**config.mk**
```make
export PLATFORM = sky130hd
export DESIGN_NAME = dsp_share_arbiter
export DESIGN_NICKNAME = d
export VERILOG_FILES = /design/src/rtl/dsp_share_arbiter.sv
export SDC_FILE = /design/constraint.sdc
export NUM_CORES = 1
export LEC_CHECK = 0
export ABC_AREA = 1
export CAP_MARGIN = 20
export CORE_AREA = 4 4 147 149
export DETAILED_ROUTE_END_ITERATION = 8
export DIE_AREA = 0 0 151 153
export DONT_BUFFER_PORTS = 1
export PLACE_DENSITY = 0.47
export SYNTH_ARGS = -nofsm -noshare
export SYNTH_HDL_FRONTEND = slang
export SYNTH_SLANG_ARGS = --single-unit
```
**constraint.sdc**
```tcl
create_clock -name clk -period 1.7 [get_ports clk]
set_input_delay 0.51 -clock clk [delete_from_list [all_inputs] [get_ports clk]]
set_output_delay 0.51 -clock clk [all_outputs]
set_load 0.005 [all_outputs]
```
**src/rtl/dsp_share_arbiter.sv**
```systemverilog
// Two-requester round-robin front end for one shared, fully pipelined DSP slice.
// Tags ride alongside the slice pipeline so each result returns to its issuer.
module dsp_share_arbiter #(
  parameter int          WIDTH       = 18,
  parameter int          PWIDTH      = 48,
  parameter int          LATENCY     = 4,
  parameter logic [7:0]  IDLE_OPMODE = 8'h00
) (
  input  logic              clk,
  input  logic              rst_n,
  input  logic              req0_valid,
  output logic              req0_ready,
  input  logic [WIDTH-1:0]  req0_a,
  input  logic [WIDTH-1:0]  req0_b,
  input  logic [PWIDTH-1:0] req0_c,
  input  logic [7:0]        req0_op,
  input  logic              req1_valid,
  output logic              req1_ready,
  input  logic [WIDTH-1:0]  req1_a,
  input  logic [WIDTH-1:0]  req1_b,
  input  logic [PWIDTH-1:0] req1_c,
  input  logic [7:0]        req1_op,
  output logic [WIDTH-1:0]  dsp_a,
  output logic [WIDTH-1:0]  dsp_b,
  output logic [PWIDTH-1:0] dsp_c,
  output logic [7:0]        dsp_opmode,
  output logic              dsp_valid,
  input  logic [PWIDTH-1:0] dsp_p,
  output logic              rsp0_valid,
  output logic              rsp1_valid,
  output logic [PWIDTH-1:0] rsp_p,
  output logic              busy,
  output logic              grant_last
);

  logic              g0;
  logic              g1;
  logic              last_eff;
  logic              seen_q, seen_d;
  logic              last_q, last_d;
  logic              v_q, v_d;
  logic              id_q, id_d;
  logic [WIDTH-1:0]  a_q, a_d;
  logic [WIDTH-1:0]  b_q, b_d;
  logic [PWIDTH-1:0] c_q, c_d;
  logic [7:0]        op_q, op_d;
  logic [LATENCY-1:0] tv_q, tv_d;
  logic [LATENCY-1:0] tid_q, tid_d;

  // Round-robin grant; before any grant req1 counts as last so req0 wins a tie.
  always_comb begin
    last_eff = seen_q ? last_q : 1'b1;
    g0 = rst_n & req0_valid & (~req1_valid | last_eff);
    g1 = rst_n & req1_valid & (~req0_valid | ~last_eff);
  end

  assign req0_ready = g0;
  assign req1_ready = g1;

  // Issue register load, grant history and tag shift.
  always_comb begin
    v_d    = 1'b0;
    id_d   = 1'b0;
    a_d    = '0;
    b_d    = '0;
    c_d    = '0;
    op_d   = IDLE_OPMODE;
    last_d = last_q;
    seen_d = seen_q;
    unique case (1'b1)
      g0: begin
        v_d    = 1'b1;
        id_d   = 1'b0;
        a_d    = req0_a;
        b_d    = req0_b;
        c_d    = req0_c;
        op_d   = req0_op;
        last_d = 1'b0;
        seen_d = 1'b1;
      end
      g1: begin
        v_d    = 1'b1;
        id_d   = 1'b1;
        a_d    = req1_a;
        b_d    = req1_b;
        c_d    = req1_c;
        op_d   = req1_op;
        last_d = 1'b1;
        seen_d = 1'b1;
      end
      default: ;
    endcase
    tv_d     = '0;
    tid_d    = '0;
    tv_d[0]  = v_q;
    tid_d[0] = id_q;
    for (int i = 1; i < LATENCY; i++) begin
      tv_d[i]  = tv_q[i-1];
      tid_d[i] = tid_q[i-1];
    end
  end

  // State registers; reset drops everything in flight.
  always_ff @(posedge clk or negedge rst_n) begin
    if (!rst_n) begin
      seen_q <= 1'b0;
      last_q <= 1'b0;
      v_q    <= 1'b0;
      id_q   <= 1'b0;
      a_q    <= '0;
      b_q    <= '0;
      c_q    <= '0;
      op_q   <= IDLE_OPMODE;
      tv_q   <= '0;
      tid_q  <= '0;
    end else begin
      seen_q <= seen_d;
      last_q <= last_d;
      v_q    <= v_d;
      id_q   <= id_d;
      a_q    <= a_d;
      b_q    <= b_d;
      c_q    <= c_d;
      op_q   <= op_d;
      tv_q   <= tv_d;
      tid_q  <= tid_d;
    end
  end

  assign dsp_a      = a_q;
  assign dsp_b      = b_q;
  assign dsp_c      = c_q;
  assign dsp_opmode = op_q;
  assign dsp_valid  = v_q;
  assign rsp_p      = dsp_p;
  assign rsp0_valid = tv_q[LATENCY-1] & ~tid_q[LATENCY-1];
  assign rsp1_valid = tv_q[LATENCY-1] & tid_q[LATENCY-1];
  assign busy       = v_q | (|tv_q);
  assign grant_last = last_q;

endmodule

```
==> results of run 1 <==
==> critical path: stages, from the launching register on <==
cell and delay [ns]:
dfrtp_1 0.40, inv_2 0.09, nand2_2 0.07, nand2_4 0.08
nand2_2 0.05, inv_2 0.07
==> sequential cells by signal, indices dropped and copies added, names as in the netlist <==
register    cells
seen_q          1
dsp_valid       1
dsp_a          18
grant_last      1
dsp_b          18
tv_q            4
dsp_c          48
dsp_opmode      8
id_q            1
tid_q           4
==> power breakdown <==
group / switching, W / internal, W / leakage [nW]
combinational: 0.000324 / 0.000146 / 0.902
clock: 0.000991 / 0.00116 / 0.151
sequential: 0.000120 / 0.00265 / 1.36
total: 0.00144 / 0.00395 / 2.41
==> synthesized netlist by cell type <==
library cell	count	area share
buf_2	22	0.024
buf_4	63	0.10
buf_6	1	0.0025
clkbuf_1	2	0.0016
dfrtp_1	104	0.57
inv_1	8	0.0066
inv_2	1	0.00082
nand2_1	101	0.083
nand3_1	185	0.20
nor2_1	2	0.0016
nor3_1	1	0.0011
o21ai_0	2	0.0022
==> cells by family after synthesis <==
family,count (synthesis),synth area share
compound gates,2,0.00219
buf+inv,97,0.139
simple gates,289,0.289
flops,104,0.570
==> path summary, 6_finish.rpt <==
path | startpoint | end
max | grant_last$_DFFE_PN0P_ | req1_ready
min | rst_n | dsp_c[44]$_DFF_PN0_
max reg2reg | grant_last$_DFFE_PN0P_ | dsp_c[13]$_DFF_PN0_
min reg2reg | tid_q[1]$_DFF_PN0_ | tid_q[2]$_DFF_PN0_
max in group asynchronous | rst_n | dsp_c[38]$_DFF_PN0_
min in group clk | req1_a[7] | dsp_a[7]$_DFF_PN0_
==> final cells by class <==
cell class | instances | area, µm²
antenna | 1 | 2.50
clock buffer | 9 | 225
clock inverter | 7 | 75.1
fill | 2219 | 15400
inverter | 9 | 36.3
multi-input combinational | 291 | 1360
sequential | 104 | 2600
tap | 270 | 338
timing repair buffer | 9 | 105
==> what timing repair did <==
item | in CTS | in global routing
pin swaps | 0 | 1
setup endpoints to repair | 2 | 2
cloned | 0 | 0
buffers inserted | 0 | 1
hold endpoints to repair | 104 | 104
gates resized for setup | 4 | 2
==> through the flow <==
step                instances  utilization  TNS (ns)  setup slack (ns)  power, W
finish                    700        0.235         0            0.0818   0.00539
global route              700        0.235  -0.00651          -0.00651   0.00569
CTS                       698        0.234         0           0.00753   0.00550
floorplan                 492            -         0             0.189   0.00323
detailed placement        682        0.219         0             0.222   0.00330
global placement          682        0.219         0             0.207   0.00327
==> routing by layer <==
metal	track usage	up-vias	part of all wire
met5	0	-	0
met1	0.129	1596	0.29
met4	0.0458	0	0.025
met3	0.0755	19	0.14
met2	0.254	255	0.55
li1	-	1444	-
==> flow_metrics.tcl, run 1 <==
set metrics [dict create \
    yosys_warnings 0 \
    firstDrtPassIters 5 \
    ios 383 \
    avgSynthCellArea_um2 9.28 \
    mostFrequentLayoutCells "184 x nand3_1, 104 x dfrtp_1, 97 x nand2_1" \
    post-dp-hpwl_mm 12.9 \
    h-tree-depth 3 \
    insertion_delay_ns 0.34 \
    nets 660 \
    post-route-period-util 0.952 \
    crit_type "reg2out" \
    synthCells 492 \
    power.density_nw_per_um2 1140 \
    max_freq_mhz 618 \
    synth_nets 728 \
    drt_iter0_drc 362 \
    status "finished with violations" \
    finalHoldViolCount 104 \
    cp-start-kind "register" \
    grt_use_total 0.139 \
    layout_commonest_cell "nand3_1" \
    grt_pass1_vias 3458 \
    core_um2 20200 \
    period_minus_slack_ns 1.62 \
    yosysSeqAreaShare 0.570 \
    finalSetupViolCount 0 \
    worstPathMaxFanout 3 \
    netlist-cell-type-count 12 \
    synth_area_um2 4570 \
    path_clk_slew_ns 0.08 \
    avgViaCountPerCell 4.73 \
    drc 0 \
    whs_ns -0.144 \
    grt_first_pass_wirelength_mm 23.5 \
    cts_buffer_depth 2 \
    slew_headroom 0.639 \
    required_ns 1.19 \
    antenna_found_initial 1 \
    ff2ff_path_depth 6 \
    numCtsBuffers 9 \
    p_leak_nw 2.41 \
    drive_gt1_frac 0.0793 \
    hold_path.class "in2async" \
    rsz0062_at_grt "yes" \
    ant_nets 0 \
    slew_violations 0 \
    cts_sinks 104 \
    final_area_um2 4740 \
    cts-root-buf "clkbuf_16" \
    wl_mm 16.6 \
    peakVddDrop_mv 0.415 \
    skew_ns 0.00800 \
    die_w_um 151 \
    place_area_um2 4420 \
    violations "negative hold slack" \
    critPathCaptureType "primary output" \
    worstMarginPinSlew_ns 0.541 \
    yosys_register_bits 104 \
    worstPathArrival_ns 1.11 \
    rows 52 \
    overflow 0 \
    die_height_um 153 \
    die_area_um2 23100 \
    drv_cap 0 \
    vias 3314 \
    gp_congestion 0.868 \
    post_drt_wl_per_cell_um 23.7 \
    cts_tree "yes" \
    start_util 0.226 \
    port_buffers 0 \
    areaGrowthSynthToFinish_pct 3.92 \
    grt_max_degree 108 \
    regToRegSetupSlack_ns 0.33 \
]
Power figures use the tool's default switching activity.
==> run 2: changes to the inputs <==
--- a/config.mk
+++ b/config.mk
@@ -7,9 +7,9 @@
 export LEC_CHECK = 0
 export ABC_AREA = 1
 export CAP_MARGIN = 20
-export CORE_AREA = 4 4 147 149
+export CORE_AREA = 4 4 145 147
 export DETAILED_ROUTE_END_ITERATION = 8
-export DIE_AREA = 0 0 151 153
+export DIE_AREA = 0 0 149 151
 export DONT_BUFFER_PORTS = 1
 export PLACE_DENSITY = 0.47
 export SYNTH_ARGS = -nofsm -noshare
==> flow_metrics.tcl, run 2 (synthesized netlist as in run 1, its figures left out) <==
set metrics [dict create \
    core_um2 19900 \
    start_util 0.229 \
    post_drt_wl_per_cell_um 22.1 \
    grt_max_degree 108 \
    largest_reg_flops 48 \
    wl_mm 15.5 \
    worstPathArrival_ns 1.11 \
    fillers 2158 \
    grt_first_pass_wirelength_mm 20.8 \
    critPathCaptureType "primary output" \
    busiest_layer "met2" \
    place_area_um2 4430 \
    grt.met3_usage 0.0566 \
    overflow 0 \
    max_stage_delay_ns 0.42 \
    port_buffers 0 \
    cts_sinks 104 \
    die_height_um 151 \
    final_area_um2 4760 \
    grt_pass1_vias 3185 \
    p_leak_nw 2.43 \
    slew_headroom 0.725 \
    final.setup.tns_ns 0 \
    cts_tree "yes" \
    firstDrtPassIters 5 \
    cts_buffer_depth 2 \
    worstMarginPinSlew_ns 0.412 \
    finalSetupViolCount 0 \
    antenna_found_initial 0 \
    peakVddDrop_mv 0.404 \
    gr-usage-met2 0.233 \
    cp-start-kind "register" \
    ios 383 \
    nets 664 \
    drive_gt1_frac 0.0855 \
    path_cells "inv_2 > nand2_2 > nand2_4 > nand2_4 > inv_2" \
    vias 3324 \
    mostFrequentLayoutCells "184 x nand3_1, 104 x dfrtp_1, 97 x nand2_1" \
    ant_nets 0 \
    max_freq_mhz 617 \
    post-route-period-util 0.953 \
    slowest_stage "dfrtp_1" \
    drc 0 \
    die_area_um2 22500 \
    insertion_delay_ns 0.34 \
    path_clk_slew_ns 0.07 \
    hold_path.class "in2async" \
    rows 52 \
    areaGrowthSynthToFinish_pct 4.36 \
    finalHoldViolCount 104 \
    grt_use_total 0.125 \
    worstPathMaxFanout 3 \
    drt_iter0_drc 242 \
    drv_cap 0 \
    crit_type "reg2out" \
    crit_buf_inv 2 \
    power.density_nw_per_um2 1120 \
    die_w_um 149 \
    period_minus_slack_ns 1.62 \
    violations "negative hold slack" \
    critPathTopFamily "flip-flops" \
    skew_ns 0.0110 \
    status "finished with violations" \
    gp_congestion 0.814 \
    layout_commonest_cell "nand3_1" \
    avgViaCountPerCell 4.73 \
    rsz0062_at_grt "no" \
    whs_ns -0.141 \
    postLayoutCoreUtil 0.239 \
    numCtsBuffers 9 \
    slew_violations 0 \
    h-tree-depth 3 \
    required_ns 1.19 \
    post-dp-hpwl_mm 12.1 \
    grt_util_met1 0.117 \
    cts-root-buf "clkbuf_16" \
    antenna_cells 0 \
]
## run 2: area by class of cell
class | instances | area, µm² | share of cell area
sequential | 104 | 2600 | 0.546
multi-input combinational | 291 | 1360 | 0.285
tap | 270 | 338 | 0.0709
clock buffer | 10 | 229 | 0.0481
timing repair buffer | 13 | 135 | 0.0284
clock inverter | 6 | 66.3 | 0.0139
inverter | 9 | 33.8 | 0.00709
## run 2: worst paths after layout
check,start,end,slack [ns],cells past startpoint
min in group clk,req0_c[36],dsp_c[36]$_DFF_PN0_,0.30,2
worst min-delay path,rst_n,tv_q[3]$_DFF_PN0_,-0.14,0
worst max-delay path,grant_last$_DFFE_PN0P_,req1_ready,0.08,5
max in group asynchronous,rst_n,dsp_c[25]$_DFF_PN0_,1.69,0
worst min register to register,tid_q[1]$_DFF_PN0_,tid_q[2]$_DFF_PN0_,0.35,0
worst max register to register,grant_last$_DFFE_PN0P_,dsp_b[17]$_DFF_PN0_,0.20,8
## run 2: timing repair
item,CTS,global route
buffers inserted,1,3
setup endpoints to repair,1,2
gates resized for setup,3,3
hold endpoints to repair,104,104
pin swaps,1,2
## run 2: worst register-to-register path: stages (launching register included)
cell     delay (ns)
dfrtp_1        0.42
inv_2          0.11
nand2_2        0.07
nand2_4        0.07
buf_4          0.10
buf_4          0.11
buf_4          0.33
nand3_1        0.15
nand2_1        0.09
## run 2: power by group
part           switching (W)  internal [W]
Sequential          0.000115       0.00265
Clock               0.000928       0.00115
Combinational       0.000320      0.000153
## run 2: metal layers
layer,vias up,part of all wire
met2,233,0.56
li1,1447,-
met4,0,0.034
met3,28,0.11
met5,-,0
met1,1616,0.30
## run 2: through the flow
step	power [W]	instances	worst slack, ns
4_1_cts	0.00543	700	0.0133
6_report	0.00531	703	0.0800
5_1_grt	0.00560	703	0.00472
2_1_floorplan	0.00323	492	0.189
3_5_place_dp	0.00328	683	0.295
3_3_place_gp	0.00325	683	0.313
==> run 3: changes to the inputs <==
--- a/config.mk
+++ b/config.mk
@@ -7,11 +7,11 @@
 export LEC_CHECK = 0
 export ABC_AREA = 1
 export CAP_MARGIN = 20
-export CORE_AREA = 4 4 145 147
+export CORE_AREA = 8 8 145 147
 export DETAILED_ROUTE_END_ITERATION = 8
-export DIE_AREA = 0 0 149 151
+export DIE_AREA = 0 0 153 155
 export DONT_BUFFER_PORTS = 1
-export PLACE_DENSITY = 0.47
+export PLACE_DENSITY = 0.49
 export SYNTH_ARGS = -nofsm -noshare
 export SYNTH_HDL_FRONTEND = slang
 export SYNTH_SLANG_ARGS = --single-unit
==> flow_metrics.tcl, run 3 (synthesized netlist as in run 1, its figures left out) <==
set metrics [dict create \
    die_w_um 153 \
    p_sw_w 0.00134 \
    nets 661 \
    final-seq-area_um2 2600 \
    max_freq_mhz 606 \
    start_util 0.241 \
    gp_congestion 0.798 \
    period_minus_slack_ns 1.65 \
    slew_headroom 0.697 \
    final_area_um2 4680 \
    grt_use_total 0.135 \
    layout_setup_ws_ns 0.0499 \
    whs_ns -0.149 \
    power.density_nw_per_um2 1100 \
    critPathCaptureType "primary output" \
    grt_max_degree 108 \
    numCtsBuffers 9 \
    ant_nets 0 \
    crit_type "reg2out" \
    wl_mm 16.6 \
    worstPathArrival_ns 1.14 \
    seqPwrFrac 0.540 \
    post_drt_wl_per_cell_um 24.8 \
    worstMarginPinSlew_ns 0.454 \
    firstDrtPassIters 4 \
    die_area_um2 23700 \
    place_area_um2 4370 \
    internal-power_w 0.00379 \
    grt_pass1_vias 3482 \
    swShare 0.262 \
    required_ns 1.19 \
    core_um2 19000 \
    rows 51 \
    cts_tree "yes" \
    port_buffers 0 \
    worstPathMaxFanout 3 \
    drc 0 \
    path_clk_slew_ns 0.07 \
    cts_sinks 104 \
    drv_cap 0 \
    antenna_found_initial 1 \
    ios 383 \
    mostFrequentLayoutCells "184 x nand3_1, 104 x dfrtp_1, 97 x nand2_1" \
    finalHoldViolCount 104 \
    status "finished with violations" \
    multi_input_area_um2 1370 \
    clkPwrFrac 0.369 \
    hold_path.class "in2async" \
    peakVddDrop_mv 0.390 \
    fillers 2040 \
    violations "negative hold slack" \
    grt_first_pass_wirelength_mm 23.7 \
    post-dp-hpwl_mm 13.0 \
    areaGrowthSynthToFinish_pct 2.58 \
    overflow 0 \
    post-route-period-util 0.971 \
    vias 3303 \
    drt_iter0_drc 326 \
    finalSetupViolCount 0 \
    drive_gt1_frac 0.0767 \
    p_comb_frac 0.091 \
    cts-root-buf "clkbuf_16" \
    avgViaCountPerCell 4.94 \
    slew_violations 0 \
    p_leak_nw 2.39 \
    skew_ns 0.0102 \
    rsz0062_at_grt "yes" \
    p_total_w 0.00513 \
    layout_commonest_cell "nand3_1" \
    largest_reg_flops 48 \
    insertion_delay_ns 0.35 \
    postLayoutCoreUtil 0.247 \
    h-tree-depth 3 \
    cts_buffer_depth 2 \
    cp-start-kind "register" \
    die_height_um 155 \
    dp_slack_ns 0.286 \
]
-- run 3: changes by cell type in the layout (fill, tap and decap cells not counted) --
| cell | change |
|---|---|
| clkbuf_1 | +1 |
| bufinv_16 | -1 |
| inv_4 | +1 |
| clkinvlp_4 | +2 |
| nand2_4 | +1 |
| nand2_2 | -1 |
| inv_2 | -1 |
| diode_2 | +1 |
| inv_6 | -2 |
| buf_4 | -3 |
-- run 3: final cells by class --
type,instances,share of cell area
Antenna cell,1,0.000534
Tap cell,238,0.0636
Clock inverter,5,0.00721
Inverter,9,0.00775
Sequential cell,104,0.556
Clock buffer,11,0.0497
Multi-Input combinational cell,291,0.291
Timing Repair Buffer,10,0.0240
-- run 3: repair_timing --
item / CTS / global route
endpoints found under the setup margin: 2 / 2
endpoints found under the hold margin: 104 / 104
pin swaps: 0 / 1
resized for setup: 4 / 4
cloned: 0 / 0
buffers inserted: 0 / 3
-- run 3: worst max-delay path: stages (launching register included) --
cell and delay, ns:
dfrtp_1 0.42, inv_2 0.11, nand2_2 0.07, nand2_4 0.09, nand2_4 0.06, inv_4 0.06
-- run 3: final timing paths --
kind                                         from  slack, ns  cells past startpoint                  end
max                        grant_last$_DFFE_PN0P_       0.05                      5           req1_ready
min                                         rst_n      -0.15                      0  dsp_c[13]$_DFF_PN0_
max reg2reg                grant_last$_DFFE_PN0P_       0.24                      7  dsp_c[41]$_DFF_PN0_
min reg2reg                        id_q$_DFF_PN0_       0.34                      0   tid_q[0]$_DFF_PN0_
max in group asynchronous                   rst_n       1.70                      0  dsp_c[32]$_DFF_PN0_
min in group clk                       req1_c[42]       0.29                      2  dsp_c[42]$_DFF_PN0_
-- run 3: routing by layer --
layer / global-route usage / vias up / part of all wire
met3: 0.0710 / 32 / 0.13
met4: 0.0688 / 0 / 0.040
li1: - / 1442 / -
met1: 0.117 / 1556 / 0.29
met5: 0.00864 / - / 0
met2: 0.248 / 273 / 0.54
-- run 3: power by group through the flow --
stage | combinational, W | clock, W | sequential [W]
floorplan | 0.000466 | 0 | 0.00277
global placement | 0.000430 | 0 | 0.00283
detailed placement | 0.000456 | 0 | 0.00282
CTS | 0.000456 | 0.00200 | 0.00278
global route | 0.000525 | 0.00210 | 0.00279
finish | 0.000466 | 0.00189 | 0.00277
-- run 3: per-stage QoR --
step	TNS (ns)	std cells
2_1_floorplan	0	492
3_3_place_gp	0	649
3_5_place_dp	0	649
4_1_cts	0	665
5_1_grt	-0.0182	669
6_report	0	669
==> edit: new RTL, settings of run 1 <==
`a_q`, `b_q`, `c_q` and `tv_q` no longer have a reset.
--- a/src/rtl/dsp_share_arbiter.sv
+++ b/src/rtl/dsp_share_arbiter.sv
@@ -109,7 +109,3 @@
       id_q   <= 1'b0;
-      a_q    <= '0;
-      b_q    <= '0;
-      c_q    <= '0;
       op_q   <= IDLE_OPMODE;
-      tv_q   <= '0;
       tid_q  <= '0;
@@ -120,9 +116,12 @@
       id_q   <= id_d;
-      a_q    <= a_d;
-      b_q    <= b_d;
-      c_q    <= c_d;
       op_q   <= op_d;
-      tv_q   <= tv_d;
       tid_q  <= tid_d;
     end
+  end
+
+  always_ff @(posedge clk) begin
+    a_q  <= a_d;
+    b_q  <= b_d;
+    c_q  <= c_d;
+    tv_q <= tv_d;
   end
Formal check against the unedited RTL: differs if rst_n is asserted again (counterexample within 4 cycles, from zero or initial values and one cycle with rst_n low); with rst_n held inactive, the same outputs for 10 cycles.
==> edit against run 1 <==
  * Worst hold slack better by 0.43 ns
  * Count of clock-buffer cells in the layout is 1 higher
  * Maximum frequency shrank 2.6%
  * Sequential cell count stayed put
  * Global-route usage is 1.3 points lower
  * Synthesized cell count is the same
  * Final area shrank 7.7%
  * Total power rose by 3.8%
  * Non-clock buffer count grew 2
  * Worst setup slack worse by 0.043 ns
  * Routed wire length is 5.8% lower
  * Clock skew about the same
  * Area after synthesis decreased by 9.6%
  * Largest cell class unchanged
==> edit: results (changes against run 1) <==
| Metric | Value |
|---|---|
| Capturing point of the worst reg2reg path | dsp_b[16] |
| M3 GR Usage | 6.46% (-1.1 points) |
| Crit-path max FO | 3 (unchanged) |
| Port bufs | 0 (unchanged) |
| Hold Crit Class | in2reg |
| Worst r2r src | grant_last |
| Gpl congestion | 0.775 (-11%) |
| Top cells by area, synth | dfxtp_1, nand3_1, buf_4 |
| Inst Count DP | 681 (-0.15%) |
| Post-route minimum period | 1.66 ns (+0.0433 ns) |
| Initial DRC Count | 208 (-43%) |
| R2R setup slack | 0.32 ns |
| Detailed Routing Iterations Pass 1 | 5 (unchanged) |
| Largest register FFs | 48 (unchanged) |
| Ant. Diodes | 0 (-1) |
| Hold Startpoint | req1_c[28] |
| Initial antenna violation count | 0 (-1) |
| Vias | 3,250 (-1.9%) |
| Sequential share of the synthesized area | 52.4% (-4.6 points) |
| Gr usage total | 12.6% (-1.3 points) |
| Main synth FF type | dfxtp_1 |
| Clk_skew | 0.00812 ns (+0.000123 ns) |
| Detailed Place HPWL | 12,200 microns (-5.5%) |
| Yosys cell types | 13 (+1) |
| Clock transition at path regs | 0.08 ns (about the same) |
| Reg2Reg Depth | 6 (unchanged) |
| Synth Net Count | 728 (unchanged) |
| P_leak | 2.02 nW (-16%) |
| Worst-skew pair later-pin latency | 0.35 ns |
| Largest net degree at the start of global routing | 93 (-14%) |
| Worst slew pin tran | 0.422 ns (-0.119 ns) |
| Switch Pwr | 1.46 mW (+1.5%) |
| Grt met1 use | 10.7% (-2.2 points) |
| Hold Crit Endpoint | dsp_c[28] |
| H-tree levels | 3 (unchanged) |
| Outcome | finished clean |
| Max VDD drop | 0.489 mV (+18%) |
| Async SR Flop Fraction | 15.4% (-85 points) |
| Hold Path Cell Cnt | 2 |
| Final nets | 662 (+0.30%) |
| Finished Layout Cells | 701 (+0.14%) |
| Routed wire length | 15,600 microns (-5.8%) |
| First-pass GRT wire length | 21,100 microns (-10%) |
| Most frequent cells after synthesis | nand3_1, nand2_1, dfxtp_1 |
| Vias in the first global route | 3,235 (-6.4%) |
| FILL cells | 2,207 (-0.54%) |
| Worst Path Arrival | 1.15 ns (+0.04 ns) |
| Synth Instances | 492 (unchanged) |
| Share of post-route cells with drive strength above 1 | 7.89% (-0.037 points) |
| Post-Place Setup Slack | 0.297 ns (+0.0744 ns) |
| GR Util met2 | 24.2% (-1.2 points) |
[edit: layout make-up]
class | instances | share of cell area [%]
sequential | 104 | 49.4
multi-input combinational | 291 | 31.0
inverter | 9 | 0.857
clock buffer | 10 | 5.46
timing repair buffer | 11 | 3.37
clock inverter | 6 | 2.23
tap | 270 | 7.71
[edit: how the worst max path moves through the flow]
stage               start         end  cells after the start
3_5_place_dp   grant_last    dsp_a[8]                      6
4_1_cts        grant_last  req1_ready                      5
5_1_grt        grant_last  req1_ready                      5
6_report       grant_last  req1_ready                      5
3_3_place_gp   grant_last    dsp_a[8]                      6
2_1_floorplan  req1_valid  req0_ready                      4
[edit: through the flow]
stage | hold slack [ns] | util [%] | total power, mW | area, sq um
finish | 0.290 | 21.7 | 5.60 | 4380
global route | 0.283 | 21.7 | 5.87 | 4380
CTS | 0.270 | 21.6 | 5.70 | 4360
detailed placement | 0.216 | 19.8 | 3.27 | 3990
global placement | 0.216 | 19.8 | 3.24 | 3990
floorplan | 0.214 | - | 3.21 | 4130
[edit: timing repair]
item,4_1_cts,5_1_grt
setup buffers,1,1
pin swaps,0,1
cloned,0,0
endpoints found under the hold margin,16,0
endpoints found under the setup margin,1,1
hold buffers,2,0
gates resized for setup,3,3
[edit: power by group through the flow]
stage / Combinational [mW] / Sequential, mW / Clock, mW
after CTS: 0.488 / 2.75 / 2.46
after global placement: 0.438 / 2.80 / 0
after detailed placement: 0.463 / 2.80 / 0
after floorplan: 0.462 / 2.75 / 0
final: 0.489 / 2.74 / 2.37
after global routing: 0.559 / 2.76 / 2.55
[edit: worst max-delay path, cell delays in order, from the launching register on]
cell and delay (ns):
dfrtp_1 0.42, inv_2 0.10, nand2_2 0.07, nand2_4 0.10
nand2_4 0.06, inv_4 0.06
[edit: cell families after synthesis]
logic type | Yosys count | share of synthesized area (%)
buf+inv | 97 | 15.4
compound gates | 2 | 0.243
flops | 104 | 52.4
simple gates | 289 | 31.9
[edit: routing by layer]
layer,up-vias,part of all wire (%),routed length (microns)
met5,-,0,0
met4,0,2.9,453
met3,21,15,2270
met2,273,54,8440
met1,1516,29,4480
li1,1440,-,-
